<file path="src/rtl/dreg_bank_pkg.sv">
// Shared types and constants for the dreg_bank register bank and its channels.
package dreg_bank_pkg;

    typedef enum logic [1:0] {
        MODE_HOLD = 2'b00,
        MODE_LOAD = 2'b01,
        MODE_SHL  = 2'b10,
        MODE_SHR  = 2'b11
    } mode_e;

    localparam int               CNT_W   = 8;
    localparam logic [CNT_W-1:0] CNT_MAX = 8'd255;

endpackage

</file>
<file path="src/rtl/dreg_channel.sv">
// One WIDTH-bit register channel: mode/clear/enable mux, serial tap and optional
// registered even parity (enabled by defining DREG_BANK_PARITY_EN).
module dreg_channel
    import dreg_bank_pkg::*;
#(
    parameter int WIDTH = 8
) (
    input  logic             clk,
    input  logic             rst_n,
    input  logic [1:0]       mode,
    input  logic             clr,
    input  logic             en,
    input  logic [WIDTH-1:0] d,
    input  logic             ser_in,
    output logic [WIDTH-1:0] q,
    output logic [WIDTH-1:0] notq,
    output logic             ser_out,
    output logic [WIDTH-1:0] q_next
`ifdef DREG_BANK_PARITY_EN
    ,
    output logic             par
`endif
);

    logic [WIDTH-1:0] shl_val;
    logic [WIDTH-1:0] shr_val;

    // A 1-bit register has nothing to shift, so both directions just take ser_in.
    generate
        if (WIDTH == 1) begin : g_w1
            assign shl_val = ser_in;
            assign shr_val = ser_in;
        end else begin : g_wn
            assign shl_val = {q[WIDTH-2:0], ser_in};
            assign shr_val = {ser_in, q[WIDTH-1:1]};
        end
    endgenerate

    always_comb begin
        q_next = q;
        if (en) begin
            if (clr) begin
                q_next = '0;
            end else begin
                case (mode)
                    MODE_HOLD: q_next = q;
                    MODE_LOAD: q_next = d;
                    MODE_SHL:  q_next = shl_val;
                    MODE_SHR:  q_next = shr_val;
                    default:   q_next = q;
                endcase
            end
        end
    end

    always_ff @(posedge clk or negedge rst_n) begin
        if (!rst_n) begin
            q <= '0;
        end else begin
            q <= q_next;
        end
    end

`ifdef DREG_BANK_PARITY_EN
    always_ff @(posedge clk or negedge rst_n) begin
        if (!rst_n) begin
            par <= 1'b0;
        end else begin
            par <= ^q_next;
        end
    end
`endif

    assign notq    = ~q;
    // The tap follows the live mode so a direction change moves it immediately.
    assign ser_out = (mode == MODE_SHR) ? q[0] : q[WIDTH-1];

endmodule

</file>
<file path="src/rtl/dreg_bank.sv">
// Multi-channel clocked D-register bank with change pulse and saturating update
// counter. Defining DREG_BANK_PARITY_EN adds the per-channel par output.
module dreg_bank
    import dreg_bank_pkg::*;
#(
    parameter int WIDTH    = 8,
    parameter int CHANNELS = 4
) (
    input  logic                      clk,
    input  logic                      rst_n,
    input  logic [1:0]                mode,
    input  logic                      clr,
    input  logic [CHANNELS-1:0]       ch_en,
    input  logic [CHANNELS*WIDTH-1:0] d,
    input  logic [CHANNELS-1:0]       ser_in,
    output logic [CHANNELS*WIDTH-1:0] q,
    output logic [CHANNELS*WIDTH-1:0] notq,
    output logic [CHANNELS-1:0]       ser_out,
    output logic                      changed,
    output logic [CNT_W-1:0]          upd_cnt
`ifdef DREG_BANK_PARITY_EN
    ,
    output logic [CHANNELS-1:0]       par
`endif
);

    logic [CHANNELS*WIDTH-1:0] q_next;
    logic                      change_now;

    for (genvar i = 0; i < CHANNELS; i++) begin : g_ch
        dreg_channel #(.WIDTH(WIDTH)) u_ch (
            .clk     (clk),
            .rst_n   (rst_n),
            .mode    (mode),
            .clr     (clr),
            .en      (ch_en[i]),
            .d       (d[i*WIDTH +: WIDTH]),
            .ser_in  (ser_in[i]),
            .q       (q[i*WIDTH +: WIDTH]),
            .notq    (notq[i*WIDTH +: WIDTH]),
            .ser_out (ser_out[i]),
            .q_next  (q_next[i*WIDTH +: WIDTH])
`ifdef DREG_BANK_PARITY_EN
            ,
            .par     (par[i])
`endif
        );
    end

    // Comparing next against current state lets changed land with the new q.
    assign change_now = (q_next != q);

    always_ff @(posedge clk or negedge rst_n) begin
        if (!rst_n) begin
            changed <= 1'b0;
            upd_cnt <= '0;
        end else begin
            changed <= change_now;
            if (change_now && (upd_cnt != CNT_MAX)) begin
                upd_cnt <= upd_cnt + 1'b1;
            end
        end
    end

endmodule

</file>
<file path="config.mk">
export PLATFORM = sky130hd
export DESIGN_NAME = dreg_bank
export DESIGN_NICKNAME = d
export VERILOG_FILES = /design/src/rtl/dreg_bank_pkg.sv /design/src/rtl/dreg_channel.sv /design/src/rtl/dreg_bank.sv
export SDC_FILE = /design/constraint.sdc
export NUM_CORES = 1
export LEC_CHECK = 0
export ABC_AREA = 1
export BUFFER_PORTS_ARGS = -buffer_cell sky130_fd_sc_hd__buf_2
export CAP_MARGIN = 0
export CORE_UTILIZATION = 55
export CTS_BUF_LIST = sky130_fd_sc_hd__clkbuf_8
export CTS_CLUSTER_DIAMETER = 150
export CTS_CLUSTER_SIZE = 12
export DETAILED_ROUTE_END_ITERATION = 10
export PLACE_DENSITY = 0.93
export SLEW_MARGIN = 20
export SYNTH_ARGS = -nofsm -noshare
export SYNTH_HDL_FRONTEND = slang
export SYNTH_SLANG_ARGS = --single-unit
export TNS_END_PERCENT = 100
</file>
<file path="constraint.sdc">
create_clock -name clk -period 4.25 [get_ports clk]
set_input_delay 0.2125 -clock clk [delete_from_list [all_inputs] [get_ports clk]]
set_output_delay 0.2125 -clock clk [all_outputs]
set_load 0.05 [all_outputs]
</file>
# After elaboration in Yosys (flattened, before gate mapping)
# Cells that the tools add are included.
[word_totals]
register_bits = 41
wordCells = 34
input_bits = 45
output_inout_bits = 77
[op_classes]
add_sub_neg = 1
reduce_logical = 2
bitwise = 4
eq_ne = 5
n_mux = 16
[ops]
columns = ["cell", "n"]
rows = [
  ["8-bit one-hot mux with 4 select lines", 4],
  ["8-bit two-way mux", 8],
  ["32-bit != test", 1],
  ["8-bit NOT", 4],
  ["8-bit by 1-bit adder with 8-bit output (second input constant)", 1],
  ["8-bit != test (second input constant)", 1],
  ["2-bit equality test (second input constant)", 2],
  ["1-bit two-way mux", 4],
  ["2-bit by 1-bit equality test with 1-bit output (second input constant)", 1],
  ["2-bit logical NOT", 1],
  ["1-bit logical AND", 1],
]

# Longest topological paths before layout
# Gate-level depths: netlist (run 1).
[depth]
depth_word = 6
ltp_mapped = 18
ltp_nobuf = 16

# Cells and area by module
# Synthesis (run 1) repeated with hierarchy kept, for this count alone.
[hier_totals]
cells_unflattened = 475
area_unflattened_um2 = 3216.8
[by_module_without_submodules]
columns = ["mod", "area_each_um2", "instances", "cells_per_inst"]
rows = [
  ["dreg_channel (g_ch[1].u_ch ...)", 570.5, 3, 83],
  ["dreg_bank", 929.6, 1, 143],
  ["dreg_channel (g_ch[0].u_ch)", 575.6, 1, 83],
]

# Worst setup path after synthesis (run 1)
# Ideal clock, no wire load.
[synth_path]
path_type = "reg2reg"
startpoint = "register g_ch[1].u_ch.q[2]"
endpoint = "register upd_cnt[2]"
t_required_ns = 4.184
arrival_ns = 1.912
period_less_slack_ns = 1.978
path_stages_with_launch = 11
slack_ns = 2.272
setup_ns = 0.066
path_cell_list = "dfrtp_1 inv_1 nand3_1 nand2_1 nor2_1 nand2_1 nor2_4 nand3_4 nand2_4 nand2_1 nand2_1"
[synth_between]
elab_chain_len = 5
[synth_rtl]
columns = ["item", "line", "rtl"]
rows = [
  ["start, declared", "dreg_channel.sv:15", "output logic [WIDTH-1:0] q,"],
  ["start signal, assigned", "dreg_channel.sv:60", "q <= q_next;"],
  ["8-bit one-hot mux with 4 select lines", "dreg_channel.sv:45", "case (mode)"],
  ["8-bit two-way mux", "dreg_channel.sv:42", "if (clr) begin"],
  ["8-bit two-way mux", "dreg_channel.sv:41", "if (en) begin"],
  ["32-bit != test (*)", "dreg_bank.sv:51", "assign change_now = (q_next != q);"],
  ["net change_now", "dreg_bank.sv:28", "logic change_now;"],
  ["1-bit logical AND (*)", "dreg_bank.sv:59", "if (change_now && (upd_cnt != CNT_MAX)) begin"],
  ["end signal, assigned", "dreg_bank.sv:60", "upd_cnt <= upd_cnt + 1'b1;"],
  ["end, declared", "dreg_bank.sv:20", "output logic [CNT_W-1:0] upd_cnt"],
]
# Mark *: on every way through the listed nets, which the timed path passes. The rest lies on a longest branch.
# A chain may end at the register's enable or synchronous reset.

# Worst setup path in the final report (run 1)
[layout_path]
startpoint = "input mode[1]"
endpoint = "register upd_cnt[1]"
[layout_between]
elab_chain_len = 6
elab_cells_between_ends = 18
cone_classes = "4 x eq/ne; 12 x mux; 2 x reduce/logical"
[layout_rtl]
columns = ["item", "line", "rtl"]
rows = [
  ["start, declared", "dreg_bank.sv:11", "input logic [1:0] mode,"],
  ["2-bit equality test, or another cell as far along", "dreg_channel.sv:45", ""],
  ["8-bit one-hot mux with 4 select lines", "dreg_channel.sv:45", ""],
  ["8-bit two-way mux", "dreg_channel.sv:42", ""],
  ["8-bit two-way mux", "dreg_channel.sv:41", ""],
  ["32-bit != test (*)", "dreg_bank.sv:51", ""],
  ["net change_now", "dreg_bank.sv:28", ""],
  ["1-bit logical AND (*)", "dreg_bank.sv:59", ""],
]
# Marked as above.

==> flow_results.org, run 1 <==
** Yosys
- Post-synthesis net count :: 584
- Synthesis produced 538 cells.
- Complex-gate fraction of the synthesized area :: 12.7%
- The synthesized netlist contains 28 unique library cells.
- A synthesized cell averages 6.31 um^2.
- The synthesized netlist occupies a cell area of 0.00339 mm^2.
- Of the total synthesized cell area, the portion taken by XOR and XNOR cells is 1.55%.
- Yosys warns :: 0
- Summing the areas of all fa, ha and maj instances in the mapped netlist gives 0.369% of the synthesized area.
- In the synthesized netlist, mux cells make up 0% of the area.
- Counting flops and latches in the post-synthesis netlist gives 41.
- Summing the areas of all and, or, nand and nor instances in the mapped netlist gives 42.3% of the synthesized area.
- Counting flops with an async set or reset pin after synthesis yields a share of 100%.
- Combinational family with the most area after synthesis :: simple AND/OR/NAND/NOR gates
- EDFF count, synth :: 0
- Of the synthesized area, sequential elements account for 30.2%.
- Among all flip-flop cells after synthesis, the most frequent one is sky130_fd_sc_hd__dfrtp_1.

** Final layout
- Final core area utilization :: 67.9%
- Of the cells placed in the final design, the portion with a size suffix greater than 1 is 22.5%.
- With fillers left out, the area of the finished cells amounts to 0.00402 mm^2.
- The multi-input combinational cells in the finished layout cover a total of 0.00193 mm^2.
- Number of inserted filler cells in the final layout :: 544
- Most frequent cells in the layout :: 186 x sky130_fd_sc_hd__nand2_1, 121 x sky130_fd_sc_hd__buf_2, 111 x sky130_fd_sc_hd__nand3_1
- Compared with the post-synthesis result, the final layout area differs by 18.5%.
- Leaving out fill and tap cells, the most frequent cell in the layout is sky130_fd_sc_hd__nand2_1.
- Post-layout nets :: 680
- The number of antenna diodes in the final layout is 0.
- The sequential cells in the finished layout cover a total of 0.00103 mm^2.
- Cell Count, Final, Fillers Out :: 710

** STA
- Setup slack closes at 1820 ps.
- Highest attainable clock frequency :: 0.411 GHz
- # setup viols final :: 0
- The max-slew violation count came to 0.
- Slew headroom :: 29.3%
- The count of endpoints failing hold in the final timing report is 0.
- Setup total negative slack on the finished layout was measured at 0 ps.
- For the pin with the worst max-slew slack, the measured transition is 1060 ps.
- The routed design could run at a clock period as short as 2430 ps.
- Unrepaired setup endpoints after global routing :: false
- Final Cycle Share :: 57.2%
- Maximum clock skew at final layout :: 7.70 ps

** Pwr
- Switch Pwr :: 887 uW
- Pleak :: 2.25 nW
- Net switching is 49.9% of the power.
- Reg power frac :: 30.3%
- Power spread over the standard cell area amounts to 442 mW/mm^2.
- The internal portion of the total power is 890 uW.
- Worst IR Drop VDD :: 0.380 mV
- Combinational share of power :: 48.2%
- Clock network power share :: 21.6%

** Placement
- Count of placed standard cells including taps :: 702
- In this run the cell area measured after placement is 0.00389 mm^2.
- Prior to clock tree synthesis, the placed netlist has a worst setup slack of 1580 ps.
- Once detailed placement completed, the half-perimeter wirelength came to 7780 um.
- GPL Wtd Cong :: 0.990
- Port Buf Inserts :: 121

** GRT
- The number of global-route vias before repair came to 3566.
- Number of antenna violations at the first check in global routing :: 0
- In the global route stage, overall resource usage came out at 34.0%.
- Entering global routing, the biggest net connects 42 pins.
- The first global-routing pass estimated 17000 um of wire.
- After global routing the overflow that remains totals 0.

** Job
- Across the run, the number of max-cap violations was 0.

** Setup path
- Grouping stages by cell kind, the critical path spends the most delay in simple AND/OR/NAND/NOR gates.
- The worst setup path is of the input port to flop kind.
- Dominant cell type by count on the critical path :: sky130_fd_sc_hd__nand2_1
- Reg2Reg Depth :: 14
- Critical Path Max Stage Delay :: 560 ps
- The startpoint identified for the worst register-to-register timing path is g_ch[2].u_ch.q[1].
- Data arrival, critical path :: 2680 ps
- In this run the critical register-to-register path is captured at upd_cnt[1].
- Maximum fanout count along the critical path :: 32
- The critical path goes through buf_2, inv_2, nor2_4, nand2_1, nand3_1, nand2_1, nand3_1, nand2_1, inv_1, nand2_1, nor2_1, nand2_1, nor2_2, nand3_4, nand2_4, nand2_1, nand2_1.
- At the worst endpoint, the required time is 4490 ps.
- Internal reg-to-reg setup slack :: 2320 ps
- WP buf/inv :: 3
- STA classifies the critical path startpoint as an input port.
- Among all stages on the critical path, the largest delay is contributed by sky130_fd_sc_hd__nor2_4.
- The worst setup path is captured at a flop.

** Die
- Floorplan core area :: 0.00592 mm^2
- The floorplan step set the die width to 80.5 um.
- The die is 80.5 um tall.
- Number of I/O pins :: 122
- Once the floorplan was initialized, standard cells occupied 57.3% of the core.
- The die covers 0.00649 mm^2.
- In this run the core area contains 28 standard-cell rows.

** Clocking
- CTS saw 41 sinks.
- Gates resized during post-CTS repair numbered 0.
- Hold-fix buffers at CTS :: 0
- Clock insertion delay at the later pin of the skew report :: 310 ps
- The H-tree was split into 2 levels.
- Buffer depth of the longest clock path :: 2
- CTS tree :: done
- Post-CTS timing repair inserted 0 buffers for setup.
- CTS root buf :: sky130_fd_sc_hd__clkbuf_8
- After clock tree synthesis, the clock-pin slew on the worst setup and hold paths is 90 ps.
- Number of CTS-inserted buffers :: 5

** Routing
- DRC Markers :: 0
- Dividing the detail-routed wire length by the instance count gives 15.3 um.
- The first detailed-routing pass took 8 iterations.
- Via count normalized by instance count :: 5.94
- The final layout contains routed wiring with a total length of 10900 um.
- The detail route stage leaves a number of antenna-violating nets equal to 0.
- Across all layers, the routed design uses 4215 vias.
- The detailed router finished its first iteration with 576 violations.

** Hold path
- The min-delay analysis places its worst path in the category input port to asynchronous set/reset pin.

** Outcome
- The run finished with clean final reports.
-- cell usage after synthesis (5+ instances only) --
library cell,n,share of area [%]
sky130_fd_sc_hd__nor2_1,18,2.0
sky130_fd_sc_hd__dfrtp_1,41,30
sky130_fd_sc_hd__buf_4,11,2.4
sky130_fd_sc_hd__nand2_1,186,21
sky130_fd_sc_hd__o21ai_1,12,1.8
sky130_fd_sc_hd__inv_1,57,6.3
sky130_fd_sc_hd__nand3_1,111,16
sky130_fd_sc_hd__a22oi_1,32,7.1
sky130_fd_sc_hd__clkbuf_1,11,1.2
sky130_fd_sc_hd__buf_6,5,1.7
sky130_fd_sc_hd__o21ai_0,21,3.1
-- worst max path at each step --
stage / end / cells after the start / start / slack, ps
final: upd_cnt[1] / 17 / mode[1] / 1820
after global routing: upd_cnt[7] / 17 / mode[1] / 1560
after CTS: upd_cnt[4] / 17 / mode[1] / 1910
after detailed placement: upd_cnt[2] / 17 / mode[1] / 1580
after global placement: upd_cnt[2] / 17 / mode[1] / 1730
after floorplan: upd_cnt[2] / 10 / g_ch[1].u_ch.q[2] / 2270
-- sequential cells by signal, indices dropped and copies added (netlist names) --
register	cells
g_ch.u_ch.q	32
upd_cnt	8
changed	1
-- per-stage QoR --
step | total power, mW | hold slack, ps
finish | 1.78 | 51.7
global route | 1.86 | 132
floorplan | 1.19 | -83.1
global placement | 1.38 | 392
detailed placement | 1.39 | 417
CTS | 1.77 | 87.9
-- cell type report --
cell class | count | area share [%]
Clock buffer | 5 | 1.71
Clock inverter | 3 | 1.62
Inverter | 62 | 5.82
Multi-Input combinational cell | 403 | 48.0
Sequential cell | 41 | 25.5
Tap cell | 75 | 2.33
Timing Repair Buffer | 121 | 15.1
-- cells by family (layout without fill, tap and decap cells) --
| group | Yosys count | count (layout) |
|---|---|---|
| AO/OA/AOI/OAI | 68 | 68 |
| XOR/XNOR | 6 | 6 |
| adder cells (fa/ha/maj) | 1 | 1 |
| buffers and inverters | 94 | 191 |
| flip-flops | 41 | 41 |
| AND/OR/NAND/NOR | 328 | 328 |
-- metal layers --
layer | routed length (um) | GRT usage (%) | part of all wire, % | vias to the layer above
li1 | - | - | - | 1941
met1 | 4360 | 45.8 | 40 | 1904
met2 | 4890 | 53.3 | 45 | 326
met3 | 1310 | 6.48 | 12 | 44
met4 | 327 | 13.2 | 3.0 | 0
met5 | 0 | 0 | 0 | -
-- power by group through the flow --
stage                     registers, mW  clock network [mW]  logic, mW
after floorplan                   0.741                   0      0.449
after global placement            0.541                   0      0.834
after detailed placement          0.541                   0      0.847
after CTS                         0.534               0.384      0.849
after global routing              0.546               0.400      0.912
final                             0.538               0.383      0.855
(Power assumes the default switching activity.)
==> run 2: changes to the inputs <==
--- a/config.mk
+++ b/config.mk
@@ -8,12 +8,12 @@
 export ABC_AREA = 1
 export BUFFER_PORTS_ARGS = -buffer_cell sky130_fd_sc_hd__buf_2
 export CAP_MARGIN = 0
-export CORE_UTILIZATION = 55
+export CORE_UTILIZATION = 52
 export CTS_BUF_LIST = sky130_fd_sc_hd__clkbuf_8
 export CTS_CLUSTER_DIAMETER = 150
 export CTS_CLUSTER_SIZE = 12
 export DETAILED_ROUTE_END_ITERATION = 10
-export PLACE_DENSITY = 0.93
+export PLACE_DENSITY = 0.89
 export SLEW_MARGIN = 20
 export SYNTH_ARGS = -nofsm -noshare
 export SYNTH_HDL_FRONTEND = slang
==> constraint.sdc (replaced) <==
create_clock -name clk -period 2.3 [get_ports clk]
set_input_delay 0.115 -clock clk [delete_from_list [all_inputs] [get_ports clk]]
set_output_delay 0.115 -clock clk [all_outputs]
set_load 0.05 [all_outputs]
==> flow_results.org, run 2 (synthesis gave the netlist of run 1 again) <==
** Pwr
- Power density over the cells :: 746 mW/mm^2 (+69%)
- Post-route total power :: 3.08 mW (+74%)
- The worst-case vdd ir drop was 0.611 mV (+61%).
- The total leakage power is 2.31 nW (+2.7%).

** Routing
- The number of DRC markers after the initial detailed-route iteration is 507 (-12%).
- Via count normalized by instance count :: 5.77 (-2.8%)
- Total vias in the final route :: 4197 (-0.43%)
- The count of TritonRoute iterations in the first routing pass came to 5 (-3).
- The sum of routed wire length over all layers was 11000 um (+1.2%).
- The number of routed nets with antenna violations was 0 (unchanged).
- Avg WL per Cell :: 15.1 um (-1.2%)
- DRC Markers :: 0 (unchanged)

** Placement
- Port Buf Inserts :: 121 (unchanged)
- The pre-CTS setup slack is 157 ps (-1420 ps).
- The weighted congestion at the end of routability-driven global placement came to 0.944 (-4.6%).
- The number of placed instances with taps included was 718 (+2.3%).
- Cell area after placement :: 0.00403 mm^2 (+3.7%)
- The placed wire-length estimate after detailed placement was 8120 um (+4.3%).

** Outcome
- Run status :: finished, final reports clean

** STA
- The transition time at the pin with the least slew margin is 972 ps (-86.6 ps).
- The final count of negative-setup-slack endpoints was 0 (unchanged).
- Final hold slack :: 219 ps (+168 ps)
- Timing would allow up to 0.536 GHz.
- Total count of hold-check failures in the final report :: 0 (unchanged)
- The total negative setup slack came to 0 ps (unchanged).
- Unrepaired setup endpoints after global routing :: false
- The worst clock skew on the final layout was 5.13 ps (-2.57 ps).
- Slew headroom :: 35.2% (+5.9 points)
- The final critical path takes up 81.1% of the cycle.
- Worst setup margin :: 434 ps (-1380 ps)
- The worst path in the final design needs a cycle of 1870 ps, including I/O delays and setup.
- Slew Limit Fails :: 0 (unchanged)

** GRT
- The wire length of the first global-routing pass came to 17100 um (+0.41%).
- Total global-route track usage :: 33.2% (-0.81 points)
- The number of global-route vias before repair is 3589 (+0.64%).
- Total gr overflow :: 0 (unchanged)
- Number of antenna violations at the first check in global routing :: 0 (unchanged)
- The maximum number of pins on one net before global-route repair is 42 (unchanged).

** Final layout
- Counting flops per register, the top entry is g_ch.u_ch.q.
- The fraction of final layout cells with drive strength greater than 1 was 24.2% (+1.6 points).
- Antenna diode count :: 0 (unchanged)
- Cell Count, Final, Fillers Out :: 727 (+2.4%)
- Post-layout nets :: 695 (+2.2%)
- Leaving out fill and tap cells, the most frequent cells in the layout are 186 x sky130_fd_sc_hd__nand2_1, 121 x sky130_fd_sc_hd__buf_2, 111 x sky130_fd_sc_hd__nand3_1.
- Most common cell after layout, fill and taps aside :: sky130_fd_sc_hd__nand2_1
- Compared with the post-synthesis result, the final layout area differs by 21.7%.
- The number of flip-flops under the largest register name was 32 (unchanged).
- Final core area utilization :: 65.4% (-2.5 points)
- Number of inserted filler cells in the final layout :: 587 (+7.9%)
- Registers with the most flip-flops :: g_ch.u_ch.q x32, upd_cnt x8, changed x1
- Finished Cell Area :: 0.00413 mm^2 (+2.7%)

** Clocking
- In this run the clock root is driven by a sky130_fd_sc_hd__clkbuf_8.
- Deepest level of the CTS H-tree :: 2 (unchanged)
- Clock insertion delay at the later pin of the skew report :: 300 ps (about the same)
- Reg clk slew, reported paths :: 80 ps (about the same)
- The maximum clock insertion buffer count was 2 (unchanged).
- The total number of clock tree sinks is 41 (unchanged).
- Number of cells upsized or downsized after cts :: 0 (unchanged)
- CTS tree :: done
- Number of CTS-inserted buffers :: 5 (unchanged)

** Setup path
- Endpoint kind of the worst setup timing path :: flop
- Data required time at the worst endpoint :: 2540 ps (-1950 ps)
- Slowest library cell on the worst path :: sky130_fd_sc_hd__buf_4
- Critical Setup Path Class :: input port to flop
- Critical Path Max Stage Delay :: 220 ps (-340 ps)
- Series of cell instances along the critical path :: buf_2, nand2_4, clkinv_2, buf_4, nand2_1, nand3_1, nand2_1, nand2_1, nand3_1, nand2_1, nor2_1, nand2_1, nor2_2, nand3_4, nand2_4, nand2_1, nand2_1
- Maximum fanout count along the critical path :: 10 (-69%)
- Dominant cell type by count on the critical path :: sky130_fd_sc_hd__nand2_1
- Data arrival, critical path :: 2100 ps (-580 ps)
- Startpoint type of the worst setup path :: input port

** Die
- Vertical die dimension :: 82.8 um (+2.8%)
- The die width was 82.8 um (+2.8%).
- The die area was 0.00685 mm^2 (+5.6%).
- The placeable core region came to 0.00631 mm^2 (+6.6%).
- Number of I/O pins :: 122 (unchanged)
- Effective utilization at floorplan :: 53.7% (-3.6 points)
- The number of standard-cell rows in the floorplan was 29 (+3.6%).

** Hold path
- Path type of the worst min-delay path :: input port to flop

** Job
- Max Cap Violations :: 0 (unchanged)
==> run 2: critical path: cells and delay by family <==
kind,cells,cell delay (ps)
buffers and inverters,3,550
and+or+nand+nor,14,1430
==> run 2: worst paths after layout <==
| kind | depth (start not counted) | slack [ps] | from | endpoint |
|---|---|---|---|---|
| setup reg to reg | 13 | 460 | g_ch[1].u_ch.q[1] | upd_cnt[3] |
| hold reg to reg | 2 | 510 | upd_cnt[6] | upd_cnt[6] |
| hold / removal | 2 | 220 | ch_en[0] | g_ch[0].u_ch.q[2] |
| min in group asynchronous | 2 | 510 | rst_n | g_ch[1].u_ch.q[6] |
| setup / recovery | 17 | 430 | mode[0] | upd_cnt[3] |
| max in group asynchronous | 2 | 1190 | rst_n | g_ch[0].u_ch.q[7] |
==> run 2: metal layers <==
layer | global-route usage [%] | vias up | share of wire (%)
met5 | 0 | - | 0
met4 | 9.83 | 0 | 1.6
met3 | 5.90 | 23 | 10
met2 | 53.0 | 289 | 47
met1 | 45.7 | 1908 | 41
li1 | - | 1977 | -
==> run 2: report_power, final <==
part	switching (mW)	internal [mW]
Clock	0.264	0.210
Sequential	0.161	0.834
Combinational	1.21	0.404
==> run 2: cell type report <==
type / count / area (um^2) / area share (%)
inverters: 62 / 234 / 5.66
clock buffers: 5 / 68.8 / 1.67
repair buffers: 136 / 758 / 18.4
clock inverters: 3 / 17.5 / 0.424
flip-flops and latches: 41 / 1030 / 24.8
multi-input cells: 403 / 1930 / 46.7
well taps: 77 / 96.3 / 2.33
==> run 2: what timing repair did <==
action                    4_1_cts  5_1_grt
hold endpoints to repair       33        0
buffers inserted                0        0
hold buffers                    1        0
